`config.mk`:
```
export PLATFORM = sky130hd
export DESIGN_NAME = ram_load_receiver_flat
export DESIGN_NICKNAME = d
export VERILOG_FILES = /design/src/rtl/ram_load_receiver_pkg.sv /design/src/rtl/ram_load_receiver_if.sv /design/src/rtl/ram_load_receiver_rx_channel.sv /design/src/rtl/ram_load_receiver.sv /design/src/flat_wrapper.sv
export SDC_FILE = /design/constraint.sdc
export NUM_CORES = 1
export LEC_CHECK = 0
export CAP_MARGIN = 30
export CELL_PAD_IN_SITES_DETAIL_PLACEMENT = 1
export CELL_PAD_IN_SITES_GLOBAL_PLACEMENT = 2
export CORE_AREA = 5 5 289 291
export CTS_CLUSTER_SIZE = 20
export DETAILED_ROUTE_END_ITERATION = 8
export DIE_AREA = 0 0 294 296
export GPL_TIMING_DRIVEN = 1
export MAX_ROUTING_LAYER = met4
export PLACE_DENSITY = 0.69
export RECOVER_POWER = 25
export SLEW_MARGIN = 30
export SYNTH_ARGS = -nofsm -noshare
export SYNTH_HDL_FRONTEND = slang
export SYNTH_SLANG_ARGS = --single-unit
export TNS_END_PERCENT = 30
```
`constraint.sdc`:
```
create_clock -name clk -period 10.5 [get_ports clk]
set_clock_uncertainty 0.2 [all_clocks]
set_input_delay 2.1 -clock clk [delete_from_list [all_inputs] [get_ports clk]]
set_output_delay 2.1 -clock clk [all_outputs]
set_load 0.01 [all_outputs]
```
`src/rtl/ram_load_receiver_pkg.sv`:
```
// Shared widths, FSM encodings and payload test word for the RAM load receiver.
// Optional watchdog is enabled by defining RAM_LOAD_TIMEOUT_EN.
package ram_load_receiver_pkg;

  localparam int DATA_WIDTH              = 16;
  localparam int PARA_X                  = 2;
  localparam int PARA_Y                  = 2;
  localparam int KERNEL_SIZE_MAX         = 3;
  localparam int PARA_KERNEL             = 2;
  localparam int WRITE_ADDR_WIDTH        = 8;
  localparam int WEIGHT_WRITE_ADDR_WIDTH = 4;

  localparam int FM_W = PARA_X * PARA_Y * DATA_WIDTH;
  localparam int WT_W = KERNEL_SIZE_MAX * KERNEL_SIZE_MAX
                        * PARA_KERNEL * DATA_WIDTH;
  localparam int WA_W = WEIGHT_WRITE_ADDR_WIDTH * PARA_KERNEL;

  localparam logic [DATA_WIDTH-1:0] PAYLOAD_TEST_WORD = 16'h3c00;

  typedef enum logic [1:0] {
    F_IDLE  = 2'd0,
    F_WRITE = 2'd1,
    F_ACK   = 2'd2
  } fm_state_e;

  typedef enum logic [2:0] {
    W_IDLE   = 3'd0,
    W_WRITE  = 3'd1,
    W_ACK    = 3'd2,
    W_REQ    = 3'd3,
    W_RWRITE = 3'd4,
    W_RACK   = 3'd5
  } w_state_e;

  function automatic logic [WA_W-1:0] rep_addr(
    input logic [WEIGHT_WRITE_ADDR_WIDTH-1:0] a
  );
    return {PARA_KERNEL{a}};
  endfunction

endpackage

```
`src/rtl/ram_load_receiver_if.sv`:
```
// Transmitter <-> receiver handshake and RAM write buses.
// slave = receiver side, master = transmitter/compute side.
interface ram_load_receiver_if;
  import ram_load_receiver_pkg::*;

  logic [FM_W-1:0]             init_fm_data;
  logic [WRITE_ADDR_WIDTH-1:0] write_fm_data_addr;
  logic                        init_fm_data_done;
  logic                        init_fm_ram_ready;
  logic [WT_W-1:0]             weight_data;
  logic [WA_W-1:0]             write_weight_data_addr;
  logic                        weight_data_done;
  logic                        init_weight_ram_ready;
  logic                        update_weight_ram;
  logic [WA_W-1:0]             update_weight_ram_addr;
  logic                        fm_ram_we;
  logic [WRITE_ADDR_WIDTH-1:0] fm_ram_addr;
  logic [FM_W-1:0]             fm_ram_wdata;
  logic [PARA_KERNEL-1:0]      weight_ram_we;
  logic [WA_W-1:0]             weight_ram_addr;
  logic [WT_W-1:0]             weight_ram_wdata;
  logic                        weight_refill_req;
  logic                        refill_done;
  logic                        init_loaded;
  logic                        err_timeout;

  modport slave (
    input  init_fm_data, write_fm_data_addr, init_fm_data_done,
    input  weight_data, write_weight_data_addr, weight_data_done,
    input  weight_refill_req,
    output init_fm_ram_ready, init_weight_ram_ready,
    output update_weight_ram, update_weight_ram_addr,
    output fm_ram_we, fm_ram_addr, fm_ram_wdata,
    output weight_ram_we, weight_ram_addr, weight_ram_wdata,
    output refill_done, init_loaded, err_timeout
  );

  modport master (
    output init_fm_data, write_fm_data_addr, init_fm_data_done,
    output weight_data, write_weight_data_addr, weight_data_done,
    output weight_refill_req,
    input  init_fm_ram_ready, init_weight_ram_ready,
    input  update_weight_ram, update_weight_ram_addr,
    input  fm_ram_we, fm_ram_addr, fm_ram_wdata,
    input  weight_ram_we, weight_ram_addr, weight_ram_wdata,
    input  refill_done, init_loaded, err_timeout
  );

endinterface

```
`src/rtl/ram_load_receiver_rx_channel.sv`:
```
// load_rx_channel: capture payload, one-cycle RAM write, hold ack
// until the sender drops done (or the watchdog aborts).
module load_rx_channel
  import ram_load_receiver_pkg::*;
#(
  parameter int DW = 8,
  parameter int AW = 4
) (
  input  logic          clk,
  input  logic          rst,
  input  logic          i_start,
  input  logic          i_done,
  input  logic          i_abort,
  input  logic [DW-1:0] i_data,
  input  logic [AW-1:0] i_addr,
  output logic          o_we,
  output logic          o_ack,
  output logic          o_fin,
  output logic [AW-1:0] o_addr,
  output logic [DW-1:0] o_data
);

  fm_state_e     r_state;
  fm_state_e     w_next;
  logic [DW-1:0] r_data;
  logic [AW-1:0] r_addr;
  logic          w_wr;

  always_ff @(posedge clk) begin
    if (!rst) r_state <= F_IDLE;
    else      r_state <= w_next;
  end

  always_ff @(posedge clk) begin
    if (r_state == F_IDLE && i_start) begin
      r_data <= i_data;
      r_addr <= i_addr;
    end
  end

  always_comb begin
    w_next = r_state;
    w_wr   = 1'b0;
    o_ack  = 1'b0;
    o_fin  = 1'b0;
    unique case (r_state)
      F_IDLE:  if (i_start) w_next = F_WRITE;
      F_WRITE: begin
        w_wr   = 1'b1;
        w_next = F_ACK;
      end
      F_ACK: begin
        o_ack = 1'b1;
        if (i_abort) begin
          w_next = F_IDLE;
        end else if (!i_done) begin
          w_next = F_IDLE;
          o_fin  = 1'b1;
        end
      end
      default: w_next = F_IDLE;
    endcase
  end

  // Gate with rst so the write bus is quiet for the whole reset window
  assign o_we   = w_wr & rst;
  assign o_addr = o_we ? r_addr : '0;
  assign o_data = o_we ? r_data : '0;

endmodule

```
`src/rtl/ram_load_receiver.sv`:
```
// FM and weight RAM load receiver with weight refill requests.
// Define RAM_LOAD_TIMEOUT_EN to enable the handshake watchdog.
module ram_load_receiver
  import ram_load_receiver_pkg::*;
#(
  parameter int TIMEOUT_CYCLES = 1024,
  parameter int WEIGHT_DEPTH   = 16
) (
  input logic                  clk,
  input logic                  rst,
  ram_load_receiver_if.slave   bus
);

  localparam int IW = WEIGHT_WRITE_ADDR_WIDTH;
  localparam logic [IW-1:0] IDX_LAST = IW'(WEIGHT_DEPTH - 1);

  w_state_e                    r_w_state;
  w_state_e                    w_w_next;
  logic [IW-1:0]               r_refill_idx;
  logic                        r_fm_loaded;
  logic                        r_w_loaded;
  logic                        r_refill_done;
  logic                        w_init_loaded;
  logic                        w_wt_start;
  logic                        w_refill_fin;
  logic                        w_update;
  logic                        w_fm_we, w_fm_ack, w_fm_fin;
  logic                        w_wt_we, w_wt_ack, w_wt_fin;
  logic                        w_fm_to, w_wt_to, w_err;
  logic [WRITE_ADDR_WIDTH-1:0] w_fm_addr;
  logic [FM_W-1:0]             w_fm_data;
  logic [WA_W-1:0]             w_wt_addr;
  logic [WT_W-1:0]             w_wt_data;

  load_rx_channel #(.DW(FM_W), .AW(WRITE_ADDR_WIDTH)) u_fm (
    .clk     (clk),
    .rst     (rst),
    .i_start (bus.init_fm_data_done),
    .i_done  (bus.init_fm_data_done),
    .i_abort (w_fm_to),
    .i_data  (bus.init_fm_data),
    .i_addr  (bus.write_fm_data_addr),
    .o_we    (w_fm_we),
    .o_ack   (w_fm_ack),
    .o_fin   (w_fm_fin),
    .o_addr  (w_fm_addr),
    .o_data  (w_fm_data)
  );

  load_rx_channel #(.DW(WT_W), .AW(WA_W)) u_wt (
    .clk     (clk),
    .rst     (rst),
    .i_start (w_wt_start),
    .i_done  (bus.weight_data_done),
    .i_abort (w_wt_to),
    .i_data  (bus.weight_data),
    .i_addr  (bus.write_weight_data_addr),
    .o_we    (w_wt_we),
    .o_ack   (w_wt_ack),
    .o_fin   (w_wt_fin),
    .o_addr  (w_wt_addr),
    .o_data  (w_wt_data)
  );

  assign w_init_loaded = r_fm_loaded & r_w_loaded;

  always_comb begin
    w_w_next   = r_w_state;
    w_wt_start = 1'b0;
    unique case (r_w_state)
      W_IDLE: begin
        if (!r_w_loaded && bus.weight_data_done) begin
          w_wt_start = 1'b1;
          w_w_next   = W_WRITE;
        end else if (w_init_loaded && bus.weight_refill_req) begin
          w_w_next = W_REQ;
        end
      end
      W_WRITE:  w_w_next = W_ACK;
      W_ACK: begin
        if (w_wt_to || !bus.weight_data_done) w_w_next = W_IDLE;
      end
      W_REQ: begin
        if (w_wt_to) begin
          w_w_next = W_IDLE;
        end else if (bus.weight_data_done) begin
          w_wt_start = 1'b1;
          w_w_next   = W_RWRITE;
        end
      end
      W_RWRITE: w_w_next = W_RACK;
      W_RACK: begin
        if (w_wt_to || !bus.weight_data_done) w_w_next = W_IDLE;
      end
      default:  w_w_next = W_IDLE;
    endcase
  end

  assign w_refill_fin = (r_w_state == W_RACK) & w_wt_fin;

  always_ff @(posedge clk) begin
    if (!rst) begin
      r_w_state     <= W_IDLE;
      r_refill_idx  <= '0;
      r_fm_loaded   <= 1'b0;
      r_w_loaded    <= 1'b0;
      r_refill_done <= 1'b0;
    end else begin
      r_w_state     <= w_w_next;
      r_refill_done <= w_refill_fin;
      if (w_fm_fin) r_fm_loaded <= 1'b1;
      if (r_w_state == W_ACK && w_wt_fin) r_w_loaded <= 1'b1;
      if (w_refill_fin) begin
        r_refill_idx <= (r_refill_idx == IDX_LAST) ? '0
                        : r_refill_idx + 1'b1;
      end
    end
  end

`ifdef RAM_LOAD_TIMEOUT_EN
  localparam int CW = $clog2(TIMEOUT_CYCLES + 1);
  localparam logic [CW-1:0] CNT_LAST = CW'(TIMEOUT_CYCLES - 1);

  logic [CW-1:0] r_fm_cnt;
  logic [CW-1:0] r_wt_cnt;
  logic          r_err;
  logic          w_wt_wait;

  assign w_wt_wait = (r_w_state == W_REQ) | (r_w_state == W_ACK)
                   | (r_w_state == W_RACK);
  assign w_fm_to   = w_fm_ack & (r_fm_cnt == CNT_LAST);
  assign w_wt_to   = w_wt_wait & (r_wt_cnt == CNT_LAST);
  assign w_err     = r_err;

  // Every wait state is entered from a non-wait state, so the
  // counters are always back at zero when a new wait begins.
  always_ff @(posedge clk) begin
    if (!rst) begin
      r_fm_cnt <= '0;
      r_wt_cnt <= '0;
      r_err    <= 1'b0;
    end else begin
      r_fm_cnt <= (w_fm_ack && !w_fm_to) ? r_fm_cnt + 1'b1 : '0;
      r_wt_cnt <= (w_wt_wait && !w_wt_to) ? r_wt_cnt + 1'b1 : '0;
      if (w_fm_to || w_wt_to) r_err <= 1'b1;
    end
  end
`else
  assign w_fm_to = 1'b0;
  assign w_wt_to = 1'b0;
  assign w_err   = 1'b0;
`endif

  assign w_update = (r_w_state == W_REQ) | (r_w_state == W_RWRITE);

  assign bus.fm_ram_we              = w_fm_we;
  assign bus.fm_ram_addr            = w_fm_addr;
  assign bus.fm_ram_wdata           = w_fm_data;
  assign bus.init_fm_ram_ready      = w_fm_ack;
  assign bus.weight_ram_we          = {PARA_KERNEL{w_wt_we}};
  assign bus.weight_ram_addr        = w_wt_addr;
  assign bus.weight_ram_wdata       = w_wt_data;
  assign bus.init_weight_ram_ready  = w_wt_ack & (r_w_state == W_ACK);
  assign bus.update_weight_ram      = w_update;
  assign bus.update_weight_ram_addr = w_update ? rep_addr(r_refill_idx)
                                               : '0;
  assign bus.refill_done            = r_refill_done;
  assign bus.init_loaded            = w_init_loaded;
  assign bus.err_timeout            = w_err;

endmodule

```
`src/flat_wrapper.sv`:
```
// flat-port wrapper written by rule: the top's interface ports become plain ports
module ram_load_receiver_flat import ram_load_receiver_pkg::*;
#(
  parameter int TIMEOUT_CYCLES = 1024,
  parameter int WEIGHT_DEPTH   = 16
)
  (clk, rst, bus_init_fm_data, bus_write_fm_data_addr, bus_init_fm_data_done, bus_weight_data, bus_write_weight_data_addr, bus_weight_data_done, bus_weight_refill_req, bus_init_fm_ram_ready, bus_init_weight_ram_ready, bus_update_weight_ram, bus_update_weight_ram_addr, bus_fm_ram_we, bus_fm_ram_addr, bus_fm_ram_wdata, bus_weight_ram_we, bus_weight_ram_addr, bus_weight_ram_wdata, bus_refill_done, bus_init_loaded, bus_err_timeout);
  ram_load_receiver_if bus_i ();
  input logic clk;
  input logic rst;
  input wire logic [$bits(bus_i.init_fm_data)-1:0] bus_init_fm_data;
  input wire logic [$bits(bus_i.write_fm_data_addr)-1:0] bus_write_fm_data_addr;
  input wire logic [$bits(bus_i.init_fm_data_done)-1:0] bus_init_fm_data_done;
  input wire logic [$bits(bus_i.weight_data)-1:0] bus_weight_data;
  input wire logic [$bits(bus_i.write_weight_data_addr)-1:0] bus_write_weight_data_addr;
  input wire logic [$bits(bus_i.weight_data_done)-1:0] bus_weight_data_done;
  input wire logic [$bits(bus_i.weight_refill_req)-1:0] bus_weight_refill_req;
  output wire logic [$bits(bus_i.init_fm_ram_ready)-1:0] bus_init_fm_ram_ready;
  output wire logic [$bits(bus_i.init_weight_ram_ready)-1:0] bus_init_weight_ram_ready;
  output wire logic [$bits(bus_i.update_weight_ram)-1:0] bus_update_weight_ram;
  output wire logic [$bits(bus_i.update_weight_ram_addr)-1:0] bus_update_weight_ram_addr;
  output wire logic [$bits(bus_i.fm_ram_we)-1:0] bus_fm_ram_we;
  output wire logic [$bits(bus_i.fm_ram_addr)-1:0] bus_fm_ram_addr;
  output wire logic [$bits(bus_i.fm_ram_wdata)-1:0] bus_fm_ram_wdata;
  output wire logic [$bits(bus_i.weight_ram_we)-1:0] bus_weight_ram_we;
  output wire logic [$bits(bus_i.weight_ram_addr)-1:0] bus_weight_ram_addr;
  output wire logic [$bits(bus_i.weight_ram_wdata)-1:0] bus_weight_ram_wdata;
  output wire logic [$bits(bus_i.refill_done)-1:0] bus_refill_done;
  output wire logic [$bits(bus_i.init_loaded)-1:0] bus_init_loaded;
  output wire logic [$bits(bus_i.err_timeout)-1:0] bus_err_timeout;
  assign bus_i.init_fm_data = bus_init_fm_data;
  assign bus_i.write_fm_data_addr = bus_write_fm_data_addr;
  assign bus_i.init_fm_data_done = bus_init_fm_data_done;
  assign bus_i.weight_data = bus_weight_data;
  assign bus_i.write_weight_data_addr = bus_write_weight_data_addr;
  assign bus_i.weight_data_done = bus_weight_data_done;
  assign bus_i.weight_refill_req = bus_weight_refill_req;
  assign bus_init_fm_ram_ready = bus_i.init_fm_ram_ready;
  assign bus_init_weight_ram_ready = bus_i.init_weight_ram_ready;
  assign bus_update_weight_ram = bus_i.update_weight_ram;
  assign bus_update_weight_ram_addr = bus_i.update_weight_ram_addr;
  assign bus_fm_ram_we = bus_i.fm_ram_we;
  assign bus_fm_ram_addr = bus_i.fm_ram_addr;
  assign bus_fm_ram_wdata = bus_i.fm_ram_wdata;
  assign bus_weight_ram_we = bus_i.weight_ram_we;
  assign bus_weight_ram_addr = bus_i.weight_ram_addr;
  assign bus_weight_ram_wdata = bus_i.weight_ram_wdata;
  assign bus_refill_done = bus_i.refill_done;
  assign bus_init_loaded = bus_i.init_loaded;
  assign bus_err_timeout = bus_i.err_timeout;
  ram_load_receiver #(.TIMEOUT_CYCLES(TIMEOUT_CYCLES), .WEIGHT_DEPTH(WEIGHT_DEPTH)) u_core (.clk(clk), .rst(rst), .bus(bus_i));
endmodule
```
==> results of run 1 <==
sequential cells by signal, indices dropped and copies added (netlist names):
name / cells
u_core.u_wt.r_addr: 8
u_core.r_fm_loaded: 1
u_core.r_refill_idx: 4
u_core.u_wt.r_state: 2
u_core.r_w_state: 3
u_core.u_fm.r_state: 2
u_core.u_fm.r_addr: 8
u_core.u_wt.r_data: 288
u_core.r_w_loaded: 1
u_core.bus.refill_done: 1
u_core.u_fm.r_data: 64
cells in the final DEF, fill, tap and decap left out, types with 8 or more instances in the layout:
cell type        netlist  routed
clkbuf_1              80       8
clkdlybuf4s50_1        0     472
dfxtp_1               14      14
bufinv_16              0      10
a21oi_1                9       9
and2_1                 8       8
clkbuf_16              0      50
and3_1               369     369
nor2_1                 8       8
diode_2                0      17
dlygate4sd3_1          0     283
clkinv_2               0       8
edfxtp_1             368     368
synth_stat cells (3+ instances only):
library cell / instances / share of area [%]
buf_4: 9 / 0.47
inv_1: 3 / 0.078
and2_1: 8 / 0.35
a21oi_1: 9 / 0.31
clkbuf_1: 80 / 2.1
buf_2: 5 / 0.17
dfxtp_1: 14 / 1.9
nor2b_1: 4 / 0.17
nor2_1: 8 / 0.21
and3_1: 369 / 16
nand2_1: 6 / 0.16
nand2b_1: 4 / 0.17
edfxtp_1: 368 / 76
routing by layer:
metal | global-route usage, % | vias up | share of wire (%)
li1 | - | 4969 | -
met1 | 15.3 | 5431 | 38
met2 | 22.9 | 449 | 51
met3 | 4.61 | 86 | 8.4
met4 | 4.00 | 0 | 2.5
met5 | - | - | 0
kinds of logic after synthesis:
kind of cell | after synthesis | share of synthesized area [%]
AOI/OAI and AO/OA | 20 | 0.906
xor gates and xnor gates | 1 | 0.0604
adders and majority gates | 1 | 0.0863
buffers and inverters | 98 | 2.87
DFF | 382 | 78.2
muxes | 2 | 0.138
other | 1 | 0.0259
and+or+nand+nor | 411 | 17.7
final timing paths:
kind                                                        from                           endpoint  depth (start not counted)
worst max-delay path                                         rst           bus_weight_ram_wdata[33]                          5
worst min-delay path             u_core.r_fm_loaded$_SDFFE_PN0P_    u_core.r_fm_loaded$_SDFFE_PN0P_                          2
worst max register to register  u_core.r_w_state[2]$_SDFFE_PN0P_  u_core.u_wt.r_data[147]$_DFFE_PP_                          5
worst min register to register   u_core.r_fm_loaded$_SDFFE_PN0P_    u_core.r_fm_loaded$_SDFFE_PN0P_                          2
layout make-up:
class | instances | area [um^2] | area share [%]
Clock buffer | 58 | 1280 | 5.13
Sequential cell | 382 | 11300 | 45.4
Timing Repair Buffer | 768 | 7760 | 31.1
Antenna cell | 17 | 42.5 | 0.170
Inverter | 3 | 11.3 | 0.0451
Clock inverter | 31 | 433 | 1.73
Tap cell | 1060 | 1330 | 5.31
Multi-Input combinational cell | 436 | 2770 | 11.1
critical path: cells and delay by family:
family        cells  cell delay [ns]
buf+inv           4             1.61
simple gates      1             0.32
power by group:
group,internal [mW],switching [mW]
Clock,1.12,0.682
Combinational,0.297,0.380
Sequential,1.99,0.0831
through the flow:
| stage | worst slack (ns) | cell area (um^2) | hold WS [ns] | utilization [%] | cells |
|---|---|---|---|---|---|
| 3_3_place_gp | 3.66 | 23100 | 0.251 | 28.8 | 2646 |
| 6_report | 3.57 | 25000 | 0.290 | 31.1 | 2755 |
| 4_1_cts | 3.62 | 24800 | 0.295 | 30.9 | 2735 |
| 2_1_floorplan | 2.27 | 14500 | 0.229 | - | 916 |
| 3_5_place_dp | 3.63 | 23100 | 0.278 | 28.8 | 2646 |
| 5_1_grt | 3.50 | 25000 | 0.320 | 31.1 | 2755 |
==> results.toml, run 1 <==
[run_status]
outcome = "finished clean"

[worst_setup_path]
required_ns = 8.20
crit_path_max_incr_delay_ns = 0.62
end_kind = "primary output"
path_max_fanout = 211
slowest_stage = "clkdlybuf4s50_1"
crit_chain = "clkbuf_8 > buf_16 > buf_12 > and3_1 > clkdlybuf4s50_1"
ff2ff_setup_slack_ns = 7.48
crit_arrival_ns = 4.63
start_kind = "input port"
crit_type = "in2out"

[route]
avgViaCountPerCell = 3.97
drt_iter0_markers = 533
wirelength_um = 62200
detailroute.via_count = 10935
drc = 0
dr.pass1.iters = 4
antenna_left = 0
wire_per_inst_um = 22.6

[finish]
fill_cells = 8613
nNetsFinal = 2013
drive_gt1_share_pct = 5.78
area_growth_pct = 72.2

[synthesis]
ys_seq_area_share_pct = 78.2
ys_warn_count = 0
synth_edf_count = 368
ys.flop_type = "edfxtp_1"
ys_seq_elements = 382
syn_nets = 1290
async_flop_share_pct = 0
synth_cell_type_count = 37
synthesis.instances = 916
syn_area_per_cell_um2 = 15.8
syn-cell-area_um2 = 14500

[cts]
numCtsBuffers = 48
clock_sinks = 382
clk_path_buf_depth = 3
hold_buffers = 0
cts_tree = "built"
cts_resized = 0
clk_latency_ns = 0.56
postCtsSetupRepairBufs = 0
clk_pin_slew_ns = 0.06
clock-root-buffer = "clkbuf_16"
htreeDepth = 2

[global_route]
antenna_found_initial = 29
grt_pass1_vias = 11770
grt_overflow = 0
grt_usage_pct = 13.5
grt_max_degree = 212
grt_pass1_wl_um = 84800

[sta]
drv_slew = 0
fmax_mhz = 144
setup_violations = 0
rsz0062_at_grt = "no"
tightest_slew_ns = 1.08
finalSetupTns_ns = 0
final.min_clock_period_ns = 6.93
maxSlewHeadroom_pct = 28.0
fin_crit_sh_pct = 66.0
hold_viol = 0

[power]
p_leak_nw = 9.72
p_total_mw = 4.56
ir_drop_v = 0.000163
p_per_area_nw_per_um2 = 183

[place]
dp.final_hpwl_um = 45300
routabilityCongestion = 0.932
portBuffers = 756

[flow_run]
maxCapViolations = 0

[floorplanning]
start_util_pct = 18.1
rows = 104
die_area_um2 = 87000
pin_count = 758
die_x_um = 294
core_um2 = 80300
die_h_um = 296

[min_path]
hold_class = "reg2reg"
(Power assumes the default switching activity.)
==> run 2, diff against run 1 <==
- CORE_AREA: 5 5 289 291 -> 5 5 294 296
- DIE_AREA: 0 0 294 296 -> 0 0 299 301
- PLACE_DENSITY: 0.69 -> 0.65
- clock period: 10.5 -> 6.75 ns (I/O delays scaled with it)
==> results.toml, run 2 (synthesis results as in run 1) <==
[run_status]
outcome = "finished clean"

[finish]
top_regs = "u_core.u_wt.r_data (288), u_core.u_fm.r_data (64)"
most-common-layout-cells = "clkdlybuf4s50_1 (472), and3_1 (369), edfxtp_1 (368)"
postLayoutCoreUtil_pct = 29.9
drive_gt1_share_pct = 6.28
nNetsFinal = 2028
layout_commonest_cell = "clkdlybuf4s50_1"
largest_register_ffs = 288
area_growth_pct = 71.8
regMostFlops = "u_core.u_wt.r_data"

[worst_setup_path]
cp_top_family = "buffers and inverters"
path_max_fanout = 125
slowest_stage = "clkbuf_8"
end_kind = "primary output"
crit_buf_inv = 3
crit_arrival_ns = 3.24
crit_path_max_incr_delay_ns = 0.56
crit_type = "in2out"
required_ns = 5.20
crit_chain = "clkbuf_8 > buf_4 > and3_1 > clkdlybuf4s50_1"
start_kind = "input port"

[power]
pwr-share-clk_pct = 36.3
netSwitchingFraction_pct = 25.8
p_per_area_nw_per_um2 = 271
p_leak_nw = 9.69
combPwrFrac_pct = 16.1
power.switching_mw = 1.75
ir_drop_v = 0.000145
intPower_mw = 5.01
pwr-share-seq_pct = 47.6

[route]
detailroute.via_count = 10911
avgViaCountPerCell = 3.91
drt_iter0_markers = 644
top_layer_used = "met4"
dr_wl_met3_um = 4640
wirelength_um = 60300
dr_wl_met2_um = 31300
met1_length_um = 22500
drc = 0
dr.pass1.iters = 4
antenna_left = 0
wire_per_inst_um = 21.6

[floorplanning]
die_x_um = 299
die_area_um2 = 90000
rows = 106
start_util_pct = 17.4
core_um2 = 83300
pin_count = 758
die_h_um = 301

[global_route]
grt_overflow = 0
grt_pass1_vias = 12004
grt_pass1_wl_um = 84200
grt_max_degree = 126
antenna_found_initial = 22
grt_usage_pct = 12.8

[sta]
tightest_slew_ns = 0.870
maxSlewHeadroom_pct = 41.9
drv_slew = 0
setup_violations = 0
rsz0062_at_grt = "no"
hold_viol = 0
fin_crit_sh_pct = 70.9
final.min_clock_period_ns = 4.79
finalSetupTns_ns = 0
fmax_mhz = 209

[cts]
numCtsBuffers = 48
clk_pin_slew_ns = 0.06
clk_path_buf_depth = 3
hold_buffers = 0
clock_sinks = 382
htreeDepth = 2
clock-root-buffer = "clkbuf_16"
cts_tree = "built"
postCtsSetupRepairBufs = 0
cts_resized = 0
clk_latency_ns = 0.57

[flow_run]
maxCapViolations = 0

[place]
dp.final_hpwl_um = 45400
routabilityCongestion = 0.873
portBuffers = 756

[min_path]
hold_class = "reg2reg"
==> run 2: changes by cell type in the layout (fill, tap and decap cells not counted) <==
cell | before | now
buf_12 | 4 | 8
buf_16 | 2 | 0
clkinv_8 | 1 | 2
clkbuf_1 | 8 | 7
buf_6 | 2 | 1
diode_2 | 17 | 22
or4b_4 | 0 | 1
clkinv_1 | 6 | 10
or4b_1 | 1 | 0
clkinv_4 | 3 | 4
buf_4 | 4 | 18
bufinv_16 | 10 | 3
clkbuf_16 | 50 | 48
==> run 2: worst min-delay path, cell delays in order, from the launching register on <==
cell and delay, ns:
dfxtp_1 0.33, a21oi_1 0.04, nor2_1 0.08
==> run 2: stage by stage <==
stage	worst slack, ns	instances	cell area, um^2	power [mW]	hold WS (ns)
floorplan	-0.666	916	14500	3.72	0.229
global placement	2.05	2684	23300	4.37	0.255
detailed placement	1.98	2684	23300	4.41	0.277
CTS	1.98	2769	24800	6.92	0.294
global route	1.86	2789	24900	7.08	0.322
finish	1.96	2791	24900	6.76	0.286
==> run 2: power by group through the flow <==
stage / clock network, mW / registers (mW) / logic [mW]
2_1_floorplan: 0 / 3.27 / 0.448
3_3_place_gp: 0 / 3.25 / 1.12
3_5_place_dp: 0 / 3.27 / 1.14
4_1_cts: 2.55 / 3.22 / 1.15
5_1_grt: 2.67 / 3.24 / 1.17
6_report: 2.45 / 3.22 / 1.09
==> run 2: worst paths after layout <==
check,from,endpoint,slack [ns],cells after the start
min,u_core.r_fm_loaded$_SDFFE_PN0P_,u_core.r_fm_loaded$_SDFFE_PN0P_,0.29,2
min reg2reg,u_core.r_fm_loaded$_SDFFE_PN0P_,u_core.r_fm_loaded$_SDFFE_PN0P_,0.29,2
max reg2reg,u_core.r_w_state[2]$_SDFFE_PN0P_,u_core.u_wt.r_data[173]$_DFFE_PP_,4.07,4
max,rst,bus_fm_ram_addr[6],1.96,4
==> run 2: per-layer routing <==
metal / track usage [%] / up-vias
met5: - / -
met4: 4.40 / 0
met3: 4.17 / 96
met2: 22.4 / 444
met1: 13.8 / 5374
li1: - / 4997
==> run 2: final cells by class <==
class                   instances  area [um^2]
inverters                       3         11.3
clock buffers                  55         1230
repair buffers                783         7880
fillers                      8941        58400
well taps                    1080         1350
flip-flops and latches        382        11300
multi-input cells             436         2780
clock inverters                30          263
diodes                         22         55.1
==> run 3, diff against run 2 <==
- CORE_AREA: 5 5 294 296 -> 5 5 289 291
- DIE_AREA: 0 0 299 301 -> 0 0 294 296
- PLACE_DENSITY: 0.65 -> 0.69
- clock period: 6.75 -> 4.1 ns (I/O delays scaled with it)
==> results.toml, run 3 (synthesis results as in run 1) <==
[run_status]
outcome = "finished clean"

[flow_run]
maxCapViolations = 0

[sta]
drv_slew = 0
setup_ws_ns = 0.324
tightest_slew_ns = 0.686
maxSlewHeadroom_pct = 54.3
fin_crit_sh_pct = 92.1
setup_violations = 0
hold_viol = 0
fmax_mhz = 265
final.min_clock_period_ns = 3.78
rsz0062_at_grt = "no"

[route]
antenna_left = 0
wirelength_um = 62100
avgViaCountPerCell = 3.96
drt_iter0_markers = 589
wire_per_inst_um = 22.4
detailroute.via_count = 10975
dr.pass1.iters = 4
drc = 0

[finish]
largest_register_ffs = 288
nNetsFinal = 2026
regMostFlops = "u_core.u_wt.r_data"
top_regs = "u_core.u_wt.r_data (288), u_core.u_fm.r_data (64)"
area_growth_pct = 72.4
layout_commonest_cell = "clkdlybuf4s50_1"
drive_gt1_share_pct = 6.33
most-common-layout-cells = "clkdlybuf4s50_1 (472), and3_1 (369), edfxtp_1 (368)"

[global_route]
grt_pass1_vias = 11867
grt_usage_pct = 13.6
grt_max_degree = 126
grt_pass1_wl_um = 84800
antenna_found_initial = 32
grt_overflow = 0

[worst_setup_path]
required_ns = 3.08
crit_path_max_incr_delay_ns = 0.60
crit_type = "reg2out"
cp_top_family = "buffers and inverters"
crit_buf_inv = 3
crit_chain = "nor2b_4 > buf_12 > buf_12 > and3_1 > clkdlybuf4s50_1"
crit_arrival_ns = 2.76
slowest_stage = "clkdlybuf4s50_1"
crit_top_cell = "buf_12"
end_kind = "primary output"
start_kind = "register"
path_max_fanout = 125

[cts]
cts_tree = "built"
clock-root-buffer = "clkbuf_16"
clk_latency_ns = 0.58
clk_path_buf_depth = 3
clk_pin_slew_ns = 0.06
numCtsBuffers = 47
hold_buffers = 0
postCtsSetupRepairBufs = 0
htreeDepth = 2
cts_resized = 0
clock_sinks = 382

[place]
portBuffers = 756
dp.final_hpwl_um = 46300
dp_slack_ns = 0.554
routabilityCongestion = 0.884

[min_path]
hold_class = "reg2reg"

[power]
p_total_mw = 11.4
p_per_area_nw_per_um2 = 458
ir_drop_v = 0.000345
p_leak_nw = 9.74

[floorplanning]
die_h_um = 296
die_x_um = 294
die_area_um2 = 87000
pin_count = 758
rows = 104
core_um2 = 80300
start_util_pct = 18.1
==> run 3: routing by layer <==
metal  global-route usage [%]  part of all wire (%)
met2                     23.0                    51
met4                     3.73                   2.3
met3                     4.47                   8.5
met1                     15.5                    39
met5                        -                     0
==> run 3: worst min-delay path, cell delays in order (launching register included) <==
cell     delay [ns]
dfxtp_1        0.34
a21oi_1        0.05
nor2_1         0.07
==> run 3: area by class of cell <==
class,instances,area (um^2)
clock inverters,30,343
clock buffers,57,1230
fillers,8606,55300
repair buffers,782,7900
multi-input cells,436,2780
flip-flops and latches,382,11300
well taps,1060,1330
inverters,3,11.3
diodes,24,60.1
==> run 3: where the power goes <==
part	total, mW	leakage, nW	internal, mW	switching, mW
clock	4.31	0.775	2.59	1.73
combinational	1.80	5.38	0.816	0.980
sequential	5.33	3.58	5.10	0.230
==> run 3: worst paths after layout <==
path                            slack [ns]                               end  depth (start not counted)                                start
worst min-delay path                  0.29   u_core.r_fm_loaded$_SDFFE_PN0P_                          2      u_core.r_fm_loaded$_SDFFE_PN0P_
worst max register to register        1.56  u_core.u_wt.r_data[99]$_DFFE_PP_                          4     u_core.r_w_state[2]$_SDFFE_PN0P_
worst min register to register        0.29   u_core.r_fm_loaded$_SDFFE_PN0P_                          2      u_core.r_fm_loaded$_SDFFE_PN0P_
worst max-delay path                  0.32         bus_weight_ram_wdata[101]                          5  u_core.u_wt.r_state[0]$_SDFFE_PN0P_
==> run 3: metrics by stage <==
| stage | hold slack (ns) | TNS [ns] | std cells | area [um^2] | util, % |
|---|---|---|---|---|---|
| 2_1_floorplan | 0.229 | -1002.98 | 916 | 14500 | - |
| 3_3_place_gp | 0.258 | 0 | 2663 | 23300 | 29.1 |
| 3_5_place_dp | 0.286 | 0 | 2663 | 23300 | 29.1 |
| 4_1_cts | 0.304 | 0 | 2750 | 24900 | 31.0 |
| 5_1_grt | 0.317 | 0 | 2772 | 25000 | 31.1 |
| 6_report | 0.293 | 0 | 2774 | 25000 | 31.1 |
